### src/rtl/gpio_input_conditioner.sv
// Board input conditioner: 2-flop synchronisers, shared-tick debouncers, button irq and switch-change strobe.
// Build option GPIO_COND_IRQ_EDGE_EN: irq_btn_o pulses on debounced press; otherwise it is the registered button level.
module gpio_input_conditioner #(
    parameter int TICK_DIV     = 100000,
    parameter int STABLE_TICKS = 10,
    parameter int SW_WIDTH     = 16
) (
    input  logic                clk_i,
    input  logic                rstn_i,
    input  logic                btn_i,
    input  logic [SW_WIDTH-1:0] sw_i,
    output logic                btn_o,
    output logic                irq_btn_o,
    output logic [SW_WIDTH-1:0] sw_o,
    output logic                sw_changed_o
);
    localparam int NCH = SW_WIDTH + 1;
    localparam int PW  = $clog2(TICK_DIV);
    localparam int CW  = $clog2(STABLE_TICKS + 1);
    localparam logic [PW-1:0] PRE_LAST = PW'(TICK_DIV - 1);
    localparam logic [CW-1:0] CNT_LAST = CW'(STABLE_TICKS - 1);

    logic [NCH-1:0]      r_sync1;
    logic [NCH-1:0]      r_sync2;
    logic [NCH-1:0]      r_q;
    logic [CW-1:0]       r_cnt [NCH];
    logic [PW-1:0]       r_pre;
    logic                w_tick;
    logic [SW_WIDTH-1:0] r_sw_d;
    logic                r_sw_changed;
    logic                r_irq;

    assign w_tick = (r_pre == PRE_LAST);

    // channel 0 is the button, channels 1..SW_WIDTH are the switches
    always_ff @(posedge clk_i) begin
        if (!rstn_i) begin
            r_sync1 <= '0;
            r_sync2 <= '0;
        end else begin
            r_sync1 <= {sw_i, btn_i};
            r_sync2 <= r_sync1;
        end
    end

    always_ff @(posedge clk_i) begin
        if (!rstn_i || w_tick) begin
            r_pre <= '0;
        end else begin
            r_pre <= r_pre + PW'(1);
        end
    end

    // a channel that agrees with its output clears its count, even on a tick
    always_ff @(posedge clk_i) begin
        if (!rstn_i) begin
            r_q <= '0;
            for (int i = 0; i < NCH; i++) begin
                r_cnt[i] <= '0;
            end
        end else begin
            for (int i = 0; i < NCH; i++) begin
                if (r_sync2[i] == r_q[i]) begin
                    r_cnt[i] <= '0;
                end else if (w_tick) begin
                    if (r_cnt[i] == CNT_LAST) begin
                        r_q[i]   <= r_sync2[i];
                        r_cnt[i] <= '0;
                    end else begin
                        r_cnt[i] <= r_cnt[i] + CW'(1);
                    end
                end
            end
        end
    end

    always_ff @(posedge clk_i) begin
        if (!rstn_i) begin
            r_sw_d       <= '0;
            r_sw_changed <= 1'b0;
        end else begin
            r_sw_d       <= r_q[NCH-1:1];
            r_sw_changed <= |(r_q[NCH-1:1] ^ r_sw_d);
        end
    end

`ifdef GPIO_COND_IRQ_EDGE_EN
    logic r_btn_d;

    always_ff @(posedge clk_i) begin
        if (!rstn_i) begin
            r_btn_d <= 1'b0;
            r_irq   <= 1'b0;
        end else begin
            r_btn_d <= r_q[0];
            r_irq   <= r_q[0] & ~r_btn_d;
        end
    end
`else
    always_ff @(posedge clk_i) begin
        if (!rstn_i) begin
            r_irq <= 1'b0;
        end else begin
            r_irq <= r_q[0];
        end
    end
`endif

    assign btn_o        = r_q[0];
    assign sw_o         = r_q[NCH-1:1];
    assign irq_btn_o    = r_irq;
    assign sw_changed_o = r_sw_changed;

endmodule

### config.mk
export PLATFORM = sky130hd
export DESIGN_NAME = gpio_input_conditioner
export DESIGN_NICKNAME = d
export VERILOG_FILES = /design/src/rtl/gpio_input_conditioner.sv
export SDC_FILE = /design/constraint.sdc
export NUM_CORES = 1
export LEC_CHECK = 0
export CAP_MARGIN = 20
export CORE_UTILIZATION = 56
export CTS_BUF_LIST = sky130_fd_sc_hd__clkbuf_8
export CTS_CLUSTER_DIAMETER = 80
export DETAILED_ROUTE_END_ITERATION = 10
export PLACE_DENSITY = 0.75
export SYNTH_ARGS = -nofsm -noshare
export SYNTH_HDL_FRONTEND = slang
export SYNTH_SLANG_ARGS = --single-unit
### constraint.sdc
create_clock -name clk_i -period 2.1 [get_ports clk_i]
set_clock_uncertainty 0.1 [all_clocks]
set_input_delay 0.42 -clock clk_i [delete_from_list [all_inputs] [get_ports clk_i]]
set_output_delay 0.42 -clock clk_i [all_outputs]
set_load 0.03 [all_outputs]
Word-level counts from Yosys, hierarchy flattened
Memories as Yosys holds them, arrays and structs flattened.
Cells that the tools add are included.
W data, S select, Z words.
{"block": "word_totals", "reg_bits": 86, "mem_bits_rw": 68, "out_inout_bits": 19, "word_cells": 439, "memories": 1}
{"block": "op_classes", "addsub": 18, "eq_ne": 35, "muxes": 273, "bitwise_logic": 69, "reduce_logical": 20}
{"name": "r_cnt", "words": 17, "word_bits": 4, "read_ports": 17, "rd_clocked_by_memory_dff": 0, "wr": 17, "line": "26", "text": "logic [CW-1:0] r_cnt [NCH];"}
{"operator": "$mux W1", "n": 222}
{"operator": "$mux W4", "n": 51}
{"operator": "$add A4 B1 Y4 const B", "n": 17}
{"operator": "$eq A4 B4 Y1 const B", "n": 17}
{"operator": "$or A1 B1 Y1", "n": 51}
{"operator": "$reduce_and A3 Y1", "n": 17}
{"operator": "$add A17 B1 Y17 const B", "n": 1}
{"operator": "$eq A1 B1 Y1", "n": 17}
{"operator": "$eq A17 B17 Y1 const B", "n": 1}
{"operator": "$not A1 Y1", "n": 17}
{"operator": "$reduce_or A16 Y1", "n": 1}
{"operator": "$xor A16 B16 Y16", "n": 1}
{"operator": "$logic_not A1 Y1", "n": 1}
{"operator": "$logic_or A1 B1 Y1", "n": 1}

Depth between registers and ports, before layout
Gate-level depths: netlist of the first run.
{"block": "logic_depth", "word_depth": 8, "depth_mapped": 7}

Worst setup path before layout of the first run
No wires, ideal clock.
{"block": "synth_timing", "path_kind": "reg2reg", "startpoint": "register r_pre[0]", "endpoint": "memory r_cnt[10][0] in the netlist's numbering (enable)", "arrival_time_ns": 1.599, "t_required_ns": 1.692, "slack_ns": 0.093, "stages_incl_launch_ff": 8, "path_buffers": 2, "period_less_slack_ns": 2.007, "path_cell_list": "dfxtp_1 -> ha_1 -> and4_1 -> nand4_4 -> and2_1 -> buf_2 -> buf_2 -> nand2_1"}
{"element": "start: declaration", "line": "27", "text": "logic [PW-1:0] r_pre;"}
{"element": "start signal: assignment", "line": "50", "text": "r_pre <= r_pre + PW'(1);"}
{"element": "end: declaration", "line": "26"}

Worst setup path in the final report of the first run
{"block": "layout_timing", "startpoint": "register r_q[13]", "endpoint": "output sw_o[12]"}
{"element": "start: declaration", "line": "25", "text": "logic [NCH-1:0] r_q;"}
{"element": "start signal: indexed assignment", "line": "67", "text": "r_q[i] <= r_sync2[i];"}
{"element": "end: declaration", "line": "14", "text": "output logic [SW_WIDTH-1:0] sw_o,"}
No word-level cell between the ends.

==> summary.md, run 1 <==
| Metric | Value |
|---|---|
| Status | complete, no violations |
| Setup bufs post-CTS | 0 |
| Vias in the first global route | 4458 |
| Routed Antenna Nets | 0 |
| Most common cell after layout, fill and taps aside | dfxtp_1 |
| Share of layout cells above drive strength 1 | 8.982% |
| First-pass GRT wire length | 20.64 mm |
| Pwr Density | 712.8 mW/mm^2 |
| H-tree depth | 4 |
| # setup viols final | 0 |
| Crit path capture type | output pin |
| DP Area | 0.007468 sq mm |
| Max IR drop VDD | 0.6430 mV |
| CTS tree | done |
| Die area | 0.01278 sq mm |
| Type of the tightest min-delay check | reg -> reg |
| Core area | around 0.012 sq mm |
| Clk buf depth | 2 |
| Syn nets | 659 |
| Buffer and inverter count on the worst path | 1 |
| Fmax | 487.8 MHz |
| Post-layout min period | ~2.1 ns |
| Post-synth cell types | 30 |
| Crit-path cells | clkdlybuf4s50_1 |
| Overall Global Routing Usage | ~21% |
| Syn Inst Count | 605 |
| Clock latency on the worst-skew pair | between 0.4 and 0.5 ns |
| CP required | 1.58 ns |
| Register area share after synthesis | roughly 54% |
| Drt via density | 5.499 |
| Drt total wl | roughly 12 mm |
| CTS buffer count | 17 |
| Clock transition at path regs | 0.07 ns |
| Mean Syn Cell Area | between 10 and 15 sq um |
| Fin. max-slew vios | 0 |
| Clk network pwr share | 39.3% |
| Worst Path Max Fanout | 2 |
| Max Cap Violations | 0 |
| Starting DRT DRC Count | 306 |
| Largest net degree at the start of global routing | 51 |
| Power share of the combinational group | 3.2% |
| Global route overflow | 0 |
| DRC | 0 |
| Slowest cell on crit path | clkdlybuf4s50_1 |
| Post-Layout Inst Area | 0.007903 sq mm |
| RePlAce Congestion | 0.8045 |
| Root buffer cell | clkbuf_8 |
| Startpoint Class | register |
| Wire length per cell | 14.94 um |
| Half-perimeter wire length after placement | 8.644 mm |
| Sequential group share of total power | 57.5% |
| Total negative slack | 0 ns |
| Die X | 113.1 um |
| Pin slew with the least headroom to its limit | 0.3713 ns |
| Pwr Total | 5633 uW |
| Crit-path leading delay family | buffers and inverters |
| Sw frac | 20.66% |
| PortBufs | 37 |
| Initial core utilization | 57.50% |
| Fin crit share | 97.63% |
| Unrepaired setup endpoints after global routing | no |
| Synthesis-to-layout area growth | 14.42% |
| Leading cell types in the layout, fill and taps excluded | dfxtp_1 (86), nor2_1 (82), edfxtp_1 (68) |
| DR pass1 iterations | 4 |
| Slew headroom | about three quarters |
| Critical Path Max Stage Delay | 0.70 ns |
| P_sw | ~1200 uW |
| Final Hold Fails | 0 |
| Initial antenna violation count | 0 |
| Std-Cell Rows | 40 |
| Setup Crit Path Kind | reg -> out |
| Post-CTS Resized | 9 |
| Cell Int Power | 4469 uW |
| Chip Height | 113.1 um |
| CP arrival | 1.53 ns |
| Final net count | 709 |
| Post-CTS Hold Fix Bufs | 0 |
| TritonCTS Sinks | approximately 150 |
| Synth Register Bits | about 150 |
| Top Ports | 38 |
| Mapped Area | about 0.0069 sq mm |
| Vias | ~4.5k |
| Leak | 0.003098 uW |
| # diodes | 0 |
| Ys Warns | 0 |
## final timing paths
path	startpoint	end	slack, ns	cells after the start
max	r_q[13]$_SDFFE_PN0P_	sw_o[12]	0.05	1
min reg2reg	r_sync1[0]$_SDFF_PN0_	r_sync2[0]$_SDFF_PN0_	0.33	1
max reg2reg	r_pre[0]$_SDFF_PP0_	r_cnt[12][2]$_SDFFCE_PN0P_	0.15	6
min	r_sync1[0]$_SDFF_PN0_	r_sync2[0]$_SDFF_PN0_	0.33	1
## cells in the mapped netlist
cell       instances  area, sq um
o31ai_1           17        127.6
clkbuf_1          10        37.54
dfxtp_1           86         1722
nand4_1           11        68.82
a31o_2             1        8.760
and2_1            54        337.8
nor2_1            82        307.8
xnor2_1           44        385.4
edfxtp_1          68         2042
o2111ai_4         10        262.8
and4bb_1           1        12.51
nor3_1             5        25.02
and4_1             2        17.52
nand2_1           55        206.5
buf_6              2        22.52
nand3_1           24        120.1
buf_12             1        20.02
o41ai_1           17        148.9
xor2_1            37        324.1
and3_1             1        6.260
buf_2              6        30.03
o2111ai_1          7        61.31
nor4_1             4        25.02
inv_1             20        75.07
ha_1              35        437.9
and4bb_2           1        12.51
o41a_1             1        11.26
nor4b_4            1        23.77
nand4_4            1        21.27
a21oi_1            1        5.000
## stage by stage
step	std cells	hold WS, ns	utilization [%]	setup slack, ns
after global routing	815	0.3543	65.79	0.01399
after detailed placement	783	0.3190	62.18	0.05983
after CTS	815	0.3368	65.38	0.001547
after floorplan	605	0.3119	-	0.09287
after global placement	783	0.3144	62.18	0.1435
final	815	0.3346	65.79	0.04980
## power groups by stage
stage | Combinational (uW) | Sequential [uW] | Clock, uW
detailed placement | 182 | 3300 | 0
finish | 183 | 3240 | 2210
global placement | 176 | 3300 | 0
CTS | 183 | 3240 | 2270
global route | 204 | 3240 | 2410
floorplan | 114 | 3290 | 0
## routing by layer
metal	track usage, %	vias up	routed length [um]
met3	5.088	18	427
met2	34.36	79	6089
met4	8.684	0	227
met1	26.11	2177	5435
met5	0	-	0
li1	-	2208	-
## registers in the layout (all words and copies together), names as in the netlist
| register | count |
|---|---|
| r_q | 17 |
| r_sync1 | 17 |
| irq_btn_o | 1 |
| sw_changed_o | 1 |
| r_cnt | 68 |
| r_sw_d | 16 |
| r_sync2 | 17 |
| r_pre | 17 |
## logic make-up (layout without fill, tap and decap cells)
group,Yosys count,count (layout),share of synthesized area (%)
buf+inv,39,102,2.681
simple gates,242,242,17.16
compound gates,54,54,9.058
flops,154,154,54.49
fa+ha+maj,35,35,6.341
xor+xnor,81,81,10.27
## final cells by class
cell class	count	area [sq um]
Multi-Input combinational cell	412	2993
Inverter	20	75.07
Sequential cell	154	3764
Timing Repair Buffer	50	491.7
Tap cell	147	183.9
Clock buffer	19	261.5
Clock inverter	13	133.9
Fill cell	915	4109
No activity file was read; power rests on OpenSTA's default activity.
==> inputs of run 2 (changes only) <==
Settings changed: CORE_UTILIZATION 56 to 50, PLACE_DENSITY 0.75 to 0.68.
==> run 2 against run 1 <==
Net effect:
- sequential share of layout area up 0.098 points
- via count down 1.2%
- combinational power about the same
- count of clock-buffer cells in the layout down 2
- first-iteration DRC count down 24%
- critical endpoint is now btn_o
==> summary.md, run 2 (synthesized netlist as in run 1, its figures left out) <==
| Metric | Value |
|---|---|
| Status | complete, no violations |
| R2R Path End | r_cnt[4][1]$_SDFFCE_PN0P_ |
| Hold depth | 3 (+2) |
| Initial antenna violation count | 0 (unchanged) |
| CTS tree | done |
| # diodes | 0 (unchanged) |
| PortBufs | 37 (unchanged) |
| Max IR drop VDD | 0.7059 mV (+9.8%) |
| Crit-path leading delay family | buffers and inverters |
| Setup Crit Path Kind | reg -> out |
| # setup viols final | 0 (unchanged) |
| Finished Layout Cells | 842 (+3.3%) |
| Fmax | 493.7 MHz (+1.2%) |
| Drt total wl | 12.30 mm (+0.97%) |
| CP required | 1.58 ns (about the same) |
| Buffer and inverter count on the worst path | 1 (unchanged) |
| Starting DRT DRC Count | 232 (-24%) |
| TritonCTS Sinks | 154 (unchanged) |
| Critical Path Max Stage Delay | 0.68 ns (-0.02 ns) |
| Startpoint Class | register |
| Vias in the first global route | 4359 (-2.2%) |
| Wire length per cell | 14.60 um (-2.3%) |
| Biggest register | r_cnt |
| Clock latency on the worst-skew pair | 0.47 ns (+0.02 ns) |
| Die area | 0.01429 sq mm (+12%) |
| Clock transition at path regs | 0.08 ns (about the same) |
| DRC | 0 (unchanged) |
| Hold path startpoint | rstn_i |
| Setup bufs post-CTS | 0 (unchanged) |
| Fin util | 59.08% (-6.7 points) |
| Synthesis-to-layout area growth | 14.18% |
| Max reg flops | 68 (unchanged) |
| Core area | 0.01335 sq mm (+11%) |
| Crit-path cells | clkdlybuf4s50_1 |
| Largest net degree at the start of global routing | 56 (+9.8%) |
| Fin crit share | 96.46% (-1.2 points) |
| Unrepaired setup endpoints after global routing | yes |
| Placed cells | 810 (+3.4%) |
| Vias | 4430 (-1.2%) |
| Half-perimeter wire length after placement | 8.560 mm (-0.97%) |
| Top Ports | 38 (unchanged) |
| RePlAce Congestion | 0.7694 (-4.4%) |
| Pwr Density | 703.3 mW/mm^2 (-1.3%) |
| Cell count of the worst reg-to-reg path | 6 (unchanged) |
| Leading cell types in the layout, fill and taps excluded | dfxtp_1 (86), nor2_1 (82), edfxtp_1 (68) |
| Die X | 119.5 um (+5.7%) |
| Post-layout min period | 2.026 ns (-0.02458 ns) |
| Post-Layout Inst Area | 0.007886 sq mm (-0.21%) |
| Overall Global Routing Usage | 18.89% (-1.9 points) |
| Fin. max-slew vios | 0 (unchanged) |
| CP arrival | 1.51 ns (-0.02 ns) |
| Leak | 0.002978 uW (-3.9%) |
| Slew headroom | 74.68% (-0.34 points) |
| Total negative slack | 0 ns (unchanged) |
| Worst Hold Endpoint | r_q[12]$_SDFFE_PN0P_ |
| H-tree depth | 4 (unchanged) |
| Most common cell after layout, fill and taps aside | dfxtp_1 |
| RR Startpoint | r_pre[1]$_SDFF_PP0_ |
| DP Area | 0.007505 sq mm (+0.49%) |
| Pin slew with the least headroom to its limit | 0.3785 ns (+0.007277 ns) |
| Type of the tightest min-delay check | in -> reg |
| Root buffer cell | clkbuf_8 |
| Clk buf depth | 2 (unchanged) |
| Drt via density | 5.261 (-4.3%) |
| Max Cap Violations | 0 (unchanged) |
| Routed Antenna Nets | 0 (unchanged) |
| Reg2reg setup slack | 0.11 ns (-0.04 ns) |
| CTS buffer count | 17 (unchanged) |
| Final net count | 707 (-0.28%) |
| DR pass1 iterations | 5 (+1) |
| Global route overflow | 0 (unchanged) |
| First-pass GRT wire length | 20.84 mm (+0.97%) |
| Share of layout cells above drive strength 1 | 9.610% (+0.63 points) |
| Chip Height | 119.5 um (+5.7%) |
| Slowest cell on crit path | clkdlybuf4s50_1 |
| Worst Path Max Fanout | 3 (+1) |
| Final Hold Fails | 0 (unchanged) |
| Std-Cell Rows | 42 (+5.0%) |
| Crit path capture type | output pin |
| Initial core utilization | 51.74% (-5.8 points) |
==> run 2: cell types whose count changed in the layout (fill, tap and decap cells not counted), moves of 2 or more <==
cell,change
clkbuf_8,-2
clkinv_2,-2
clkinvlp_4,+4
dlygate4sd2_1,+7
buf_4,-3
o2111ai_2,-3
clkinv_1,-4
inv_6,+3
dlymetal6s2s_1,-6
inv_1,-3
bufinv_16,-2
o2111ai_1,+3
clkinv_4,+5
==> run 2: worst max-delay path by stage <==
stage | start | end | slack [ns] | cells past startpoint
after floorplan | r_pre[0]$_SDFF_PP0_ | r_cnt[10][0]$_SDFFCE_PN0P_ | 0.09 | 7
after global placement | r_pre[1]$_SDFF_PP0_ | r_cnt[15][3]$_SDFFCE_PN0P_ | 0.14 | 6
after detailed placement | r_pre[1]$_SDFF_PP0_ | r_cnt[11][0]$_SDFFCE_PN0P_ | 0.05 | 6
after CTS | r_pre[1]$_SDFF_PP0_ | r_cnt[11][0]$_SDFFCE_PN0P_ | 0.01 | 6
after global routing | r_pre[1]$_SDFF_PP0_ | r_cnt[16][3]$_SDFFCE_PN0P_ | -0.0006 | 6
final | r_q[0]$_SDFFE_PN0P_ | btn_o | 0.07 | 1
==> run 2: worst register-to-register path, stage by stage, from the launching register on <==
cell,delay [ns]
dfxtp_1,0.39
ha_2,0.24
and4_2,0.28
nand4_4,0.10
and2_1,0.19
buf_4,0.20
nand2_1,0.20
==> run 2: stage by stage <==
step                      hold WS, ns  total power, uW  setup WS (ns)
final                          0.2121             5547        0.07438
after global placement         0.3150             3479         0.1405
after detailed placement       0.3169             3487        0.04683
after floorplan                0.3119             3403        0.09287
after CTS                      0.1868             5599        0.01369
after global routing           0.2115             5761     -0.0006068
==> run 2: what timing repair did <==
| action | 4_1_cts | 5_1_grt |
|---|---|---|
| endpoints found under the setup margin | 16 | 119 |
| hold buffers | 0 | 0 |
| gates resized for setup | 16 | 7 |
| pin swaps | 0 | 1 |
==> run 2: per-layer routing <==
metal | up-vias | global-route usage, % | routed length, um
li1 | 2214 | - | -
met1 | 2110 | 24.54 | 5678
met2 | 93 | 29.99 | 5861
met3 | 13 | 6.036 | 615
met4 | 0 | 5.859 | 143
met5 | - | 0 | 0
==> run 2: final cells by class <==
cell class,count,area (sq um)
Fill cell,1116,5461
Sequential cell,154,3764
Multi-Input combinational cell,412,2978
Clock buffer,17,234.0
Tap cell,176,220.2
Timing Repair Buffer,48,471.7
Clock inverter,15,143.9
Inverter,20,75.07
==> run 2: power by group <==
group | leakage [uW] | internal, uW | switching [uW]
combinational | 0.00129 | 86.6 | 97.8
sequential | 0.00151 | 3180 | 56.5
clock | 0.000176 | 951 | 1180
==> inputs of run 3 (changes only) <==
Settings changed: CELL_PAD_IN_SITES_DETAIL_PLACEMENT set to 1, CELL_PAD_IN_SITES_GLOBAL_PLACEMENT set to 2, CORE_UTILIZATION 50 to 38, PLACE_DENSITY 0.68 to 0.75.
==> run 3 against run 2 <==
Net effect:
- critical path type is now reg -> reg
- global-route usage is 2.4 points lower
- via count is 1.2% higher
- clock power is 31% higher
- die area is 31% higher
- count of clock-buffer cells in the layout is 1 higher
- fmax is 1.1% higher
- highest routed layer unchanged
- sequential cell count stayed put
- worst hold slack better by 0.021 ns
- largest cell class unchanged
- worst setup slack better by 0.021 ns
- combinational power is 4% higher
- register-to-register slack hardly changed
==> summary.md, run 3 (synthesized netlist as in run 1, its figures left out) <==
| Metric | Value |
|---|---|
| Routed Antenna Nets | 0 (unchanged) |
| WL met2 | 6.884 mm (+17%) |
| Fmax | 498.9 MHz (+1.1%) |
| Top Ports | 38 (unchanged) |
| Most common cell after layout, fill and taps aside | dfxtp_1 |
| Largest net degree at the start of global routing | 41 (-27%) |
| Post-layout min period | 2.004 ns (-0.02133 ns) |
| Reg2reg setup slack | 0.1 ns (about the same) |
| Initial core utilization | 39.38% (-12 points) |
| DR pass1 iterations | 4 (-1) |
| Setup Crit Path Kind | reg -> reg |
| Post-CTS Hold Fix Bufs | 0 (unchanged) |
| Cell count of the worst reg-to-reg path | 6 (unchanged) |
| Vias | 4484 (+1.2%) |
| Starting DRT DRC Count | 151 (-35%) |
| Worst Hold Endpoint | r_q[0]$_SDFFE_PN0P_ |
| Max IR drop VDD | 0.5442 mV (-23%) |
| Max Cap Violations | 0 (unchanged) |
| Type of the tightest min-delay check | in -> reg |
| Half-perimeter wire length after placement | 10.03 mm (+17%) |
| Share of layout cells above drive strength 1 | 10.46% (+0.85 points) |
| Hold path startpoint | rstn_i |
| Pre-CTS setup slack | 0.02961 ns (-0.01722 ns) |
| Clk network pwr share | 44.9% (+6.5 points) |
| Worst Path Max Fanout | 30 (+27) |
| Chip Height | 136.8 um (+14%) |
| Met3 WL post-DR | 439 um (-29%) |
| Die X | 136.8 um (+14%) |
| Highest Signal Layer | met4 |
| Crit-path cells | ha_2 -> and4_2 -> nand4_4 -> buf_4 -> o31ai_1 -> o41ai_1 |
| Final Hold Fails | 0 (unchanged) |
| Global route overflow | 0 (unchanged) |
| # setup viols final | 0 (unchanged) |
| Sequential group share of total power | 52.1% (-6.2 points) |
| Fin crit share | 95.44% (-1.0 points) |
| Multi-input gate area | 0.003000 sq mm (+0.76%) |
| PortBufs | 37 (unchanged) |
| Hold depth | 3 (unchanged) |
| Die area | 0.01872 sq mm (+31%) |
| Leak | 0.003092 uW (+3.8%) |
| CTS buffer count | 17 (unchanged) |
| First-pass GRT wire length | 23.34 mm (+12%) |
| Pwr Density | 765.7 mW/mm^2 (+8.9%) |
| Std-Cell Rows | 48 (+14%) |
| Clock latency on the worst-skew pair | 0.46 ns (about the same) |
| Drt total wl | 14.16 mm (+15%) |
| Slew headroom | 74.28% (-0.40 points) |
| Fin. max-slew vios | 0 (unchanged) |
| Unrepaired setup endpoints after global routing | no |
| Max reg flops | 68 (unchanged) |
| Biggest register | r_cnt |
| R2R Path End | r_q[4]$_SDFFE_PN0P_ |
| Total negative slack | 0 ns (unchanged) |
| Cell Int Power | 4940 uW (+17%) |
| Clk buf depth | 2 (unchanged) |
| Sequential Area | 0.003764 sq mm (unchanged) |
| RR Startpoint | r_pre[1]$_SDFF_PP0_ |
| DRC | 0 (unchanged) |
| Crit path capture type | register |
| TritonCTS Sinks | 154 (unchanged) |
| Wl on met1 | 6.608 mm (+16%) |
| Leading cell types in the layout, fill and taps excluded | dfxtp_1 (86), nor2_1 (82), edfxtp_1 (68) |
| Root buffer cell | clkbuf_8 |
| P_sw | 1275 uW (-4.3%) |
| # diodes | 0 (unchanged) |
| Core area | 0.01754 sq mm (+31%) |
| Startpoint Class | register |
| Sw frac | 20.51% (-3.5 points) |
| Clock transition at path regs | 0.09 ns (about the same) |
| Pin slew with the least headroom to its limit | 0.3859 ns (+0.007317 ns) |
| Power share of the combinational group | 3.1% (-0.2 points) |
| Fillcell total | 1862 (+67%) |
| CP required | 2.32 ns (+0.74 ns) |
| Slowest cell on crit path | dfxtp_1 |
| Status | complete, no violations |
| Drt via density | 5.016 (-4.7%) |
| CP arrival | 2.22 ns (+0.71 ns) |
| Setup WS post-layout | 0.09571 ns (+0.02133 ns) |
| RePlAce Congestion | 0.7442 (-3.3%) |
| Initial antenna violation count | 0 (unchanged) |
| Vias in the first global route | 4675 (+7.2%) |
| H-tree depth | 4 (unchanged) |
| Overall Global Routing Usage | 16.44% (-2.4 points) |
| CTS tree | done |
| Final net count | 710 (+0.42%) |
| Wire length per cell | 15.84 um (+8.4%) |
| Synthesis-to-layout area growth | 17.52% |
| Critical Path Max Stage Delay | 0.39 ns (-0.29 ns) |
run 3: how the worst max path moves through the flow:
| stage | startpoint | to | cells after the start |
|---|---|---|---|
| 2_1_floorplan | r_pre[0]$_SDFF_PP0_ | r_cnt[10][0]$_SDFFCE_PN0P_ | 7 |
| 3_3_place_gp | r_pre[1]$_SDFF_PP0_ | r_cnt[14][2]$_SDFFCE_PN0P_ | 6 |
| 3_5_place_dp | r_pre[1]$_SDFF_PP0_ | r_cnt[16][2]$_SDFFCE_PN0P_ | 6 |
| 4_1_cts | r_pre[1]$_SDFF_PP0_ | r_cnt[16][2]$_SDFFCE_PN0P_ | 6 |
| 5_1_grt | r_pre[1]$_SDFF_PP0_ | r_cnt[7][3]$_SDFFCE_PN0P_ | 6 |
| 6_report | r_pre[1]$_SDFF_PP0_ | r_q[4]$_SDFFE_PN0P_ | 6 |
run 3: critical path, delay by kind of cell, from the launching register on:
family          cells  cell delay, ns
compound gates      2            0.48
fa+ha+maj           1            0.23
buf+inv             1            0.28
flops               1            0.39
simple gates        2            0.38
run 3: stage by stage:
step	hold slack, ns	util [%]	area [sq um]	power (uW)	cells
floorplan	0.3119	-	6907	3403	605
global placement	0.3165	43.16	7569	3484	861
detailed placement	0.3200	43.16	7569	3496	861
CTS	0.2065	45.88	8046	6294	893
global route	0.2216	46.28	8117	6429	894
finish	0.2331	46.28	8117	6215	894
run 3: area by class of cell:
cell class,count,area share [%]
Sequential cell,154,46.37
Multi-Input combinational cell,412,36.97
Timing Repair Buffer,51,6.135
Inverter,20,0.9249
Clock buffer,18,3.052
Clock inverter,14,3.083
Tap cell,225,3.468
run 3: what timing repair did:
| item | 4_1_cts | 5_1_grt |
|---|---|---|
| cloned | 0 | 1 |
| setup endpoints to repair | 16 | 118 |
| resized for setup | 16 | 12 |
| setup buffers | 0 | 0 |
run 3: power by group through the flow:
stage | Sequential (uW) | Clock [uW] | Combinational [uW]
global route | 3250 | 2970 | 215
floorplan | 3290 | 0 | 114
CTS | 3240 | 2860 | 194
finish | 3240 | 2790 | 191
global placement | 3300 | 0 | 184
detailed placement | 3300 | 0 | 191
run 3: routing by layer:
layer | up-vias | global-route usage (%)
met4 | 0 | 6.593
met5 | - | 0
met3 | 18 | 3.630
li1 | 2210 | -
met2 | 54 | 27.38
met1 | 2202 | 20.63
